### src/rtl/oscillator_bank_if.sv
// Config and sample-stream port bundle for oscillator_bank.
// The master side drives config and out_ready; the slave side is the oscillator bank.
interface oscillator_bank_if #(
  parameter int unsigned WIDTH      = 8,
  parameter int unsigned CH_BITS    = 2,
  parameter int unsigned SHIFT_BITS = 3
);
  logic                         cfg_wr;
  logic [CH_BITS-1:0]           cfg_ch;
  logic                         cfg_en;
  logic [SHIFT_BITS-1:0]        cfg_shift;
  logic                         cfg_reload;
  logic signed [WIDTH-1:0]      cfg_amp;

  logic                         out_valid;
  logic                         out_ready;
  logic [CH_BITS-1:0]           out_ch;
  logic                         out_last;
  logic signed [WIDTH-1:0]      out_cos;
  logic signed [WIDTH-1:0]      out_sin;

  modport master (
    output cfg_wr, cfg_ch, cfg_en, cfg_shift, cfg_reload, cfg_amp, out_ready,
    input  out_valid, out_ch, out_last, out_cos, out_sin
  );

  modport slave (
    input  cfg_wr, cfg_ch, cfg_en, cfg_shift, cfg_reload, cfg_amp, out_ready,
    output out_valid, out_ch, out_last, out_cos, out_sin
  );
endinterface

### src/rtl/oscillator_bank.sv
// Bank of sin/cos recurrence oscillators sharing one update datapath, visited round-robin,
// with per-channel enable/shift/reload config and a valid/ready sample output.
module oscillator_bank #(
  parameter int unsigned WIDTH      = 8,
  parameter int unsigned CHANNELS   = 4,
  parameter int unsigned CH_BITS    = 2,
  parameter int unsigned SHIFT_BITS = 3,
  parameter int unsigned DEF_SHIFT  = 6,
  parameter int          DEF_AMP    = 115
) (
  input  logic               clk,
  input  logic               rst,
  oscillator_bank_if.slave   bus
);

  localparam int unsigned EXT_W = WIDTH + 1;

  typedef logic signed [WIDTH-1:0] sample_t;
  typedef logic signed [EXT_W-1:0] ext_t;

  localparam logic [CH_BITS-1:0] LAST_CH  = CH_BITS'(CHANNELS - 1);
  localparam ext_t               SAT_MAX  = EXT_W'((2 ** (WIDTH - 1)) - 1);
  localparam ext_t               SAT_MIN  = -SAT_MAX;
  localparam sample_t            RST_AMP  = WIDTH'(DEF_AMP);
  localparam logic [SHIFT_BITS-1:0] RST_SHIFT = SHIFT_BITS'(DEF_SHIFT);

  // Symmetric clamp: the most negative code is never produced.
  function automatic sample_t sat(input ext_t v);
    if (v > SAT_MAX) begin
      return WIDTH'(SAT_MAX);
    end else if (v < SAT_MIN) begin
      return WIDTH'(SAT_MIN);
    end else begin
      return WIDTH'(v);
    end
  endfunction

  // Per-channel state
  sample_t                 cos_q   [CHANNELS];
  sample_t                 cos_d   [CHANNELS];
  sample_t                 sin_q   [CHANNELS];
  sample_t                 sin_d   [CHANNELS];
  logic [SHIFT_BITS-1:0]   shift_q [CHANNELS];
  logic [SHIFT_BITS-1:0]   shift_d [CHANNELS];
  logic [CHANNELS-1:0]     en_q;
  logic [CHANNELS-1:0]     en_d;
  logic [CH_BITS-1:0]      ptr_q;
  logic [CH_BITS-1:0]      ptr_d;

  // Output register
  logic                    out_valid_q;
  logic                    out_valid_d;
  logic [CH_BITS-1:0]      out_ch_q;
  logic [CH_BITS-1:0]      out_ch_d;
  logic                    out_last_q;
  logic                    out_last_d;
  sample_t                 out_cos_q;
  sample_t                 out_cos_d;
  sample_t                 out_sin_q;
  sample_t                 out_sin_d;

  // Shared step datapath signals
  sample_t                 cur_cos_c;
  sample_t                 cur_sin_c;
  logic [SHIFT_BITS-1:0]   cur_shift_c;
  ext_t                    ext_cos_c;
  ext_t                    ext_sin_c;
  ext_t                    sin_sum_c;
  sample_t                 sin_n_c;
  ext_t                    ext_sin_n_c;
  ext_t                    cos_diff_c;
  sample_t                 cos_n_c;

  logic                    slot_free_c;
  logic                    cfg_hit_c;
  logic                    cancel_c;

  // One recurrence step for the channel under the pointer; cos uses the already-clamped sin.
  always_comb begin
    cur_cos_c   = cos_q[ptr_q];
    cur_sin_c   = sin_q[ptr_q];
    cur_shift_c = shift_q[ptr_q];
    ext_cos_c   = {cur_cos_c[WIDTH-1], cur_cos_c};
    ext_sin_c   = {cur_sin_c[WIDTH-1], cur_sin_c};
    sin_sum_c   = ext_sin_c + (ext_cos_c >>> cur_shift_c);
    sin_n_c     = sat(sin_sum_c);
    ext_sin_n_c = {sin_n_c[WIDTH-1], sin_n_c};
    cos_diff_c  = ext_cos_c - (ext_sin_n_c >>> cur_shift_c);
    cos_n_c     = sat(cos_diff_c);
  end

  // Scheduling, state update and config writes.
  always_comb begin
    ptr_d       = ptr_q;
    en_d        = en_q;
    shift_d     = shift_q;
    cos_d       = cos_q;
    sin_d       = sin_q;
    out_valid_d = out_valid_q;
    out_ch_d    = out_ch_q;
    out_last_d  = out_last_q;
    out_cos_d   = out_cos_q;
    out_sin_d   = out_sin_q;

    slot_free_c = !out_valid_q || bus.out_ready;
    cfg_hit_c   = bus.cfg_wr && (bus.cfg_ch <= LAST_CH);
    cancel_c    = cfg_hit_c && (bus.cfg_ch == ptr_q);

    if (slot_free_c) begin
      ptr_d = (ptr_q == LAST_CH) ? '0 : ptr_q + CH_BITS'(1);
      if (en_q[ptr_q] && !cancel_c) begin
        cos_d[ptr_q] = cos_n_c;
        sin_d[ptr_q] = sin_n_c;
        out_valid_d  = 1'b1;
        out_ch_d     = ptr_q;
        out_last_d   = (ptr_q == LAST_CH);
        out_cos_d    = cos_n_c;
        out_sin_d    = sin_n_c;
      end else begin
        out_valid_d  = 1'b0;
      end
    end

    // A write to the visited channel already cancelled its step, so this never races the update.
    if (cfg_hit_c) begin
      en_d[bus.cfg_ch]    = bus.cfg_en;
      shift_d[bus.cfg_ch] = bus.cfg_shift;
      if (bus.cfg_reload) begin
        cos_d[bus.cfg_ch] = bus.cfg_amp;
        sin_d[bus.cfg_ch] = '0;
      end
    end
  end

  always_ff @(posedge clk) begin
    if (rst) begin
      for (int i = 0; i < int'(CHANNELS); i++) begin
        cos_q[i]   <= RST_AMP;
        sin_q[i]   <= '0;
        shift_q[i] <= RST_SHIFT;
      end
      en_q        <= '0;
      ptr_q       <= '0;
      out_valid_q <= 1'b0;
      out_ch_q    <= '0;
      out_last_q  <= 1'b0;
      out_cos_q   <= '0;
      out_sin_q   <= '0;
    end else begin
      for (int i = 0; i < int'(CHANNELS); i++) begin
        cos_q[i]   <= cos_d[i];
        sin_q[i]   <= sin_d[i];
        shift_q[i] <= shift_d[i];
      end
      en_q        <= en_d;
      ptr_q       <= ptr_d;
      out_valid_q <= out_valid_d;
      out_ch_q    <= out_ch_d;
      out_last_q  <= out_last_d;
      out_cos_q   <= out_cos_d;
      out_sin_q   <= out_sin_d;
    end
  end

  assign bus.out_valid = out_valid_q;
  assign bus.out_ch    = out_ch_q;
  assign bus.out_last  = out_last_q;
  assign bus.out_cos   = out_cos_q;
  assign bus.out_sin   = out_sin_q;

endmodule

### src/flat_wrapper.sv
// flat-port wrapper written by rule: the top's interface ports become plain ports
module oscillator_bank_flat 
#(
  parameter int unsigned WIDTH      = 8,
  parameter int unsigned CHANNELS   = 4,
  parameter int unsigned CH_BITS    = 2,
  parameter int unsigned SHIFT_BITS = 3,
  parameter int unsigned DEF_SHIFT  = 6,
  parameter int          DEF_AMP    = 115
)
  (clk, rst, bus_cfg_wr, bus_cfg_ch, bus_cfg_en, bus_cfg_shift, bus_cfg_reload, bus_cfg_amp, bus_out_ready, bus_out_valid, bus_out_ch, bus_out_last, bus_out_cos, bus_out_sin);
  oscillator_bank_if #(.WIDTH(WIDTH), .CH_BITS(CH_BITS), .SHIFT_BITS(SHIFT_BITS)) bus_i ();
  input  logic clk;
  input  logic rst;
  input wire logic [$bits(bus_i.cfg_wr)-1:0] bus_cfg_wr;
  input wire logic [$bits(bus_i.cfg_ch)-1:0] bus_cfg_ch;
  input wire logic [$bits(bus_i.cfg_en)-1:0] bus_cfg_en;
  input wire logic [$bits(bus_i.cfg_shift)-1:0] bus_cfg_shift;
  input wire logic [$bits(bus_i.cfg_reload)-1:0] bus_cfg_reload;
  input wire logic [$bits(bus_i.cfg_amp)-1:0] bus_cfg_amp;
  input wire logic [$bits(bus_i.out_ready)-1:0] bus_out_ready;
  output wire logic [$bits(bus_i.out_valid)-1:0] bus_out_valid;
  output wire logic [$bits(bus_i.out_ch)-1:0] bus_out_ch;
  output wire logic [$bits(bus_i.out_last)-1:0] bus_out_last;
  output wire logic [$bits(bus_i.out_cos)-1:0] bus_out_cos;
  output wire logic [$bits(bus_i.out_sin)-1:0] bus_out_sin;
  assign bus_i.cfg_wr = bus_cfg_wr;
  assign bus_i.cfg_ch = bus_cfg_ch;
  assign bus_i.cfg_en = bus_cfg_en;
  assign bus_i.cfg_shift = bus_cfg_shift;
  assign bus_i.cfg_reload = bus_cfg_reload;
  assign bus_i.cfg_amp = bus_cfg_amp;
  assign bus_i.out_ready = bus_out_ready;
  assign bus_out_valid = bus_i.out_valid;
  assign bus_out_ch = bus_i.out_ch;
  assign bus_out_last = bus_i.out_last;
  assign bus_out_cos = bus_i.out_cos;
  assign bus_out_sin = bus_i.out_sin;
  oscillator_bank #(.WIDTH(WIDTH), .CHANNELS(CHANNELS), .CH_BITS(CH_BITS), .SHIFT_BITS(SHIFT_BITS), .DEF_SHIFT(DEF_SHIFT), .DEF_AMP(DEF_AMP)) u_core (.clk(clk), .rst(rst), .bus(bus_i));
endmodule
### config.mk
export PLATFORM = sky130hd
export DESIGN_NAME = oscillator_bank_flat
export DESIGN_NICKNAME = d
export VERILOG_FILES = /design/src/rtl/oscillator_bank_if.sv /design/src/rtl/oscillator_bank.sv /design/src/flat_wrapper.sv
export SDC_FILE = /design/constraint.sdc
export NUM_CORES = 1
export LEC_CHECK = 0
export BUFFER_PORTS_ARGS = -buffer_cell sky130_fd_sc_hd__buf_4
export CAP_MARGIN = 10
export CORE_UTILIZATION = 50
export CTS_BUF_LIST = sky130_fd_sc_hd__clkbuf_4 sky130_fd_sc_hd__clkbuf_8 sky130_fd_sc_hd__clkbuf_16
export DETAILED_ROUTE_END_ITERATION = 8
export GPL_ROUTABILITY_DRIVEN = 0
export HOLD_SLACK_MARGIN = 0.06
export PLACE_DENSITY = 0.68
export SETUP_SLACK_MARGIN = 0.2
export SLEW_MARGIN = 20
export SYNTH_ARGS = -nofsm -noshare
export SYNTH_HDL_FRONTEND = slang
export SYNTH_SLANG_ARGS = --single-unit
### constraint.sdc
create_clock -name clk -period 8.5 [get_ports clk]
set_input_delay 0 -clock clk [delete_from_list [all_inputs] [get_ports clk]]
set_output_delay 0 -clock clk [all_outputs]
set_load 0.02 [all_outputs]
# Yosys cells after proc, flatten, opt, wreduce, memory -nomap -nowiden
# Index checks and enable logic that the tools add are counted.
[op_classes]
addsub = 3
n_lt_le_gt_ge = 12
eq_ne = 2
shift = 2
muxes = 38
bitwise = 4
n_reduce_logical = 10
[op_table]
columns = ["cell", "count"]
rows = [
  ["$mux W32", 8],
  ["$bwmux W32", 3],
  ["$mux W8", 10],
  ["$and A32 B32 Y32", 1],
  ["$bmux W8 S2", 2],
  ["$demux W8 S2", 2],
  ["$not A32 Y32", 1],
  ["$gt A9 B8 Y1 const B", 2],
  ["$lt A9 B8 Y1 const B", 2],
  ["$sshr A8 B3 Y9", 2],
  ["$bwmux W12", 1],
  ["$add A8 B9 Y9", 1],
  ["$mux W3", 3],
  ["$sub A8 B9 Y9", 1],
  ["$bmux W3 S2", 1],
  ["$demux W3 S2", 1],
  ["$ge A3 B3 Y1 const B", 2],
  ["$logic_and A1 B1 Y1", 6],
  ["$lt A2 B3 Y1 const B", 2],
  ["$lt A3 B1 Y1 const B", 2],
  ["$not A2 Y3", 2],
  ["$bwmux W4", 1],
  ["$mux W1", 3],
  ["$add A2 B1 Y2 const B", 1],
  ["10 further kinds", 11],
]
[totals]
reg_bits = 102
out_inout_bits = 20
word_cells = 90

# Longest topological paths before layout
[depth]
depth_word = 20
mapped_depth = 32
mapped_depth_nobuf = 25

# Worst setup path after synthesis
# Ideal clock, no wire load.
[synth_path]
path_type = "reg-to-reg"
start = "register u_core.ptr_q[0]"
end = "register u_core.cos_q[9] (netlist bit)"
setup_ns = 0.141
arrival_ns = 6.498
required_time_ns = 8.359
setup_slack_ns = 1.861
path_stages_with_launch = 30
path_buffers = 6
path_cell_list = "dfxtp_1 > buf_2 > mux4_2 > buf_2 > buf_2 > mux2_2 > o211ai_1 > o21ai_0 > fa_1 > a211o_2 > o21a_4 > a2111oi_4 > o211a_1 > a32oi_4 > and2_4 > buf_6 > o22a_1 > a22oi_2 > ha_1 > fa_1 > nor2b_1 > o21a_1 > o31a_1 > or3_1 > a2111oi_2 > nor3_2 > buf_2 > buf_2 > nand3_1 > nand4_1"
[synth_between]
elab_chain_len = 20
[synth_rtl]
columns = ["element", "line_no", "text"]
rows = [
  ["start, declared", "oscillator_bank.sv:47", "logic [CH_BITS-1:0] ptr_q;"],
  ["start signal, assigned", "oscillator_bank.sv:156", "ptr_q <= ptr_d;"],
  ["$not A2 Y3 (not written as such)", "n/a", ""],
  ["$bmux W8 S2 / $bmux W3 S2 (equally long branches)", "oscillator_bank.sv:80, oscillator_bank.sv:82", ""],
  ["$mux W8 (not written as such) / $mux W3 (equally long branches) (2 in a row)", "oscillator_bank.sv:80, oscillator_bank.sv:82", ""],
  ["$sshr A8 B3 Y9", "oscillator_bank.sv:85", "sin_sum_c = ext_sin_c + (ext_cos_c >>> cur_shift_c);"],
  ["$add A8 B9 Y9", "oscillator_bank.sv:85", ""],
  ["$lt A9 B8 Y1", "oscillator_bank.sv:31", "end else if (v < SAT_MIN) begin"],
  ["$mux W8", "oscillator_bank.sv:31", ""],
  ["$mux W8", "oscillator_bank.sv:29", "if (v > SAT_MAX) begin"],
  ["[... 3 more ...]", "n/a", ""],
  ["$mux W8", "oscillator_bank.sv:31", ""],
  ["$mux W8", "oscillator_bank.sv:29", ""],
  ["$bwmux W32", "oscillator_bank.sv:112", "cos_d[ptr_q] = cos_n_c;"],
  ["$mux W32 *", "oscillator_bank.sv:111", "if (en_q[ptr_q] && !cancel_c) begin"],
  ["$mux W32 *", "oscillator_bank.sv:109", "if (slot_free_c) begin"],
  ["$bwmux W32", "oscillator_bank.sv:129", "cos_d[bus.cfg_ch] = bus.cfg_amp;"],
  ["$mux W32", "oscillator_bank.sv:128", "if (bus.cfg_reload) begin"],
  ["$mux W32 *", "oscillator_bank.sv:125", "if (cfg_hit_c) begin"],
  ["end signal, assigned by index", "oscillator_bank.sv:151", "cos_q[i] <= cos_d[i];"],
  ["end, declared", "oscillator_bank.sv:39", "sample_t cos_q [CHANNELS];"],
]
# Every way passes the cells marked *; elsewhere a longest branch is shown, timed or not. The select of a mux whose other input is x is not followed.
# A chain may end at the register's enable or synchronous reset.

# Worst setup path in the final report
[layout_path]
start = "register u_core.ptr_q[0]"
end = "register u_core.cos_q[22] (netlist bit)"
# The elaborated chain is that of the path after synthesis.

==> results.py <==
metrics = {
    "status": {
        "outcome": "complete, but fails checks",
        "violations": "DRC",
    },
    "power": {
        "seq_power_share_pct": 35.5,
        "switchingPower_uw": 518,
        "ir_worst_vdd_uv": 110,
        "p_per_area_mw_per_mm2": 214,
        "fin_total_pwr_uw": 1440,
        "swShare_pct": 35.9,
        "pwr-share-comb_pct": 34.9,
        "power.leakage_uw": 0.00254,
        "intPower_uw": 924,
        "p_clk_share_pct": 29.6,
    },
    "drt": {
        "wl_per_cell_um": 20.1,
        "vias": 5556,
        "dr.first_iter.drc_count": 604,
        "first_pass_iters": 9,
        "drt_wl_total_mm": 17.3,
        "viasPerCell": 6.44,
        "drt_drc_violations_left": 1,
        "ant_nets": 0,
    },
    "critical_path": {
        "critPathSlowestCell": "a2111oi_2",
        "cp-end-kind": "flip-flop",
        "path_class": "flip-flop to flip-flop",
        "r2r_slack_ns": 0.70,
        "crit_fanout": 19,
        "path_cells": "buf_6, mux4_2, mux2_2, a21oi_1, mux2i_1, ha_1, fa_1, a211o_2, o21a_4, a2111oi_4, or2_2, inv_2, a21oi_2, a21oi_1, mux2i_1, ha_1, nor2b_1, o21a_1, o31a_1, or3_1, a2111oi_2, nor3_4, o21ai_1, a221oi_1",
        "startpoint_type": "flip-flop",
        "critPathRequiredTime_ns": 8.69,
        "crit_arrival_ns": 7.99,
        "slowest_delay_ns": 0.72,
    },
    "synthesis": {
        "synth_edf_count": 0,
        "synthTopCellsByArea": "dfxtp_1 (34%), mux4_2 (7.5%), nor2_1 (6.1%)",
        "ys_seq_area_share_pct": 33.8,
        "synth.distinct_cells": 75,
        "syn_area_mm2": 0.00604,
        "synth_most_common_cell": "dfxtp_1",
        "synth_top_area_share_pct": 33.8,
        "netlist_instances": 701,
        "synth_common_cells": "dfxtp_1 (102), nor2_1 (98), nand2_1 (75)",
        "synth_seq_cells": 102,
        "syn-num-nets": 742,
        "synth_warnings": 0,
        "synth_flop_cell": "dfxtp_1",
        "yosysTopAreaCell": "dfxtp_1",
        "synth-async-reset-ratio_pct": 0,
        "synth.avg_cell_area_um2": 8.61,
    },
    "floorplan": {
        "initial_utilization_pct": 52.0,
        "fp-row-count": 39,
        "die_area_mm2": 0.0125,
        "core_area_mm2": 0.0116,
        "die_w_um": 112,
        "die_y_um": 112,
        "io_pins": 39,
    },
    "clock_tree": {
        "clock_latency_ns": 0.35,
        "cts_sinks": 102,
        "clk_pin_slew_worst_paths_ns": 0.07,
        "cts_buffers": 9,
        "postCtsSetupRepairBufs": 0,
        "tritoncts": "built",
        "cts_root_buffer": "clkbuf_16",
        "cts_buffer_depth": 2,
        "htreeDepth": 3,
    },
    "global_route": {
        "grt_pass1_wl_mm": 27.5,
        "antenna_found_initial": 0,
        "grt_max_degree": 52,
        "grt_pass1_vias": 5324,
        "grt_usage_pct": 28.4,
        "grt-ovfl-total": 0,
    },
    "finish": {
        "fill_cells": 1043,
        "final_cell_area_mm2": 0.00675,
        "drive_gt1_share_pct": 14.6,
        "syn2layout_area_growth_pct": 11.8,
        "fin_nets": 758,
        "antenna-diode-count": 0,
    },
    "sta": {
        "final_max_slew_viol_count": 0,
        "fmax_mhz": 128,
        "tns_ns": 0,
        "min_period_over_period_pct": 91.8,
        "hold_violations": 0,
        "setup_viol": 0,
        "worst_slack_ns": 0.701,
        "skew_ns": 0.00704,
        "worst_slew_pin_slew_ns": 0.840,
        "max-slew-margin-rel_pct": 43.6,
        "rsz0062_at_grt": "false",
        "layout_min_cycle_time_ns": 7.80,
    },
    "place": {
        "placed_area_mm2": 0.00632,
        "hpwl_mm": 12.1,
        "dpl_worst_slack_ns": 0.141,
        "io_buffer_count": 38,
    },
    "min_path": {
        "min_path_type": "primary input to flip-flop",
    },
    "job": {
        "maxCapViolations": 0,
    },
}
## through the flow
stage / utilization [%] / instances / hold slack, ns
after global placement: 54.4 / 837 / 0.237
after CTS: 58.0 / 862 / 0.0602
after global routing: 58.1 / 863 / 0.0851
after floorplan: - / 701 / 0.122
final: 58.1 / 863 / 0.0780
after detailed placement: 54.4 / 837 / 0.245
## cell type report
class                      instances  area, um2  share of cell area (%)
clock buffer                      13        268                    3.97
clock inverter                     1       30.0                   0.445
inverter                          14       52.6                   0.779
multi-input combinational        537       3740                    55.5
sequential                       102       2040                    30.3
tap                              143        179                    2.65
timing repair buffer              53        429                    6.36
## final timing paths
kind,from,to,cells past startpoint
setup / recovery,u_core.ptr_q[0]$_SDFFE_PP0N_,u_core.cos_q[22]$_SDFF_PP1_,24
hold / removal,bus_cfg_amp[6],u_core.cos_q[6]$_SDFF_PP1_,3
setup reg to reg,u_core.ptr_q[0]$_SDFFE_PP0N_,u_core.cos_q[22]$_SDFF_PP1_,24
hold reg to reg,u_core.bus.out_ch[1]$_SDFFE_PP0P_,u_core.bus.out_ch[1]$_SDFFE_PP0P_,2
## what timing repair did
item	4_1_cts	5_1_grt
pin swaps	0	1
endpoints found under the setup margin	4	14
gates cloned	0	1
hold endpoints to repair	38	0
hold buffers	11	0
resized for setup	1	1
## logic make-up (layout without fill, tap and decap cells)
| group | count (synthesis) | after routing | share of synthesized area, % |
|---|---|---|---|
| AO/OA/AOI/OAI | 168 | 168 | 19.9 |
| buffers and inverters | 63 | 81 | 4.44 |
| AND/OR/NAND/NOR | 279 | 280 | 21.8 |
| multiplexers | 55 | 55 | 13.4 |
| adder cells (fa/ha/maj) | 26 | 26 | 5.47 |
| XOR/XNOR | 8 | 8 | 1.16 |
| flip-flops | 102 | 102 | 33.8 |
## per-layer routing
metal,GRT usage [%],wire [um],share of wire [%]
met1,36.9,7440,43
met2,45.8,7970,46
met3,4.41,1310,7.6
met4,14.3,608,3.5
met5,0,0,0
## registers in the layout, summed over array words and instances (netlist names)
signal and count:
u_core.ptr_q 2, u_core.cos_q 32, u_core.en_q 4, u_core.bus.out_ch 2
u_core.bus.out_last 1, u_core.sin_q 32, u_core.shift_q 12, u_core.bus.out_valid 1
u_core.bus.out_cos 8, u_core.bus.out_sin 8
## critical path, delay by kind of cell (launching register included)
kind | cells | cell delay, ns
AOI/OAI and AO/OA | 11 | 3.29
DFF | 1 | 0.62
adders and majority gates | 3 | 0.94
buffers and inverters | 2 | 0.51
muxes | 4 | 1.19
and+or+nand+nor | 4 | 1.07
## cell usage in the layout, fill, tap and decap left out, types with 3 or more instances in the layout
master / instances
a211oi_1: 27
xnor2_1: 3
o211ai_1: 6
nor4_1: 10
dlygate4sd3_1: 11
nor3_1: 7
nand4_1: 7
nand3b_1: 3
and2_1: 8
or2_2: 4
mux2i_1: 29
inv_2: 3
nand2b_1: 5
maj3_1: 4
o21ai_1: 6
ha_1: 20
nand2_1: 75
a311oi_1: 4
a221oi_1: 9
o21ai_0: 21
mux4_2: 20
a22oi_1: 4
nor3b_1: 4
clkbuf_16: 9
mux2_2: 6
buf_4: 41
nand3_1: 31
xor2_1: 5
and4_1: 5
a41oi_1: 4
a21oi_1: 43
dfxtp_1: 102
or3_1: 3
o31ai_1: 4
nor2_1: 97
o21a_1: 11
o22ai_1: 3
inv_1: 11
nor2b_1: 8
## power groups by stage
stage	clock network, uW	registers (uW)	logic [uW]
floorplan	0	521	360
global placement	0	521	477
detailed placement	0	522	482
CTS	433	511	491
global route	452	513	544
finish	427	511	504
Power figures use the tool's default switching activity.
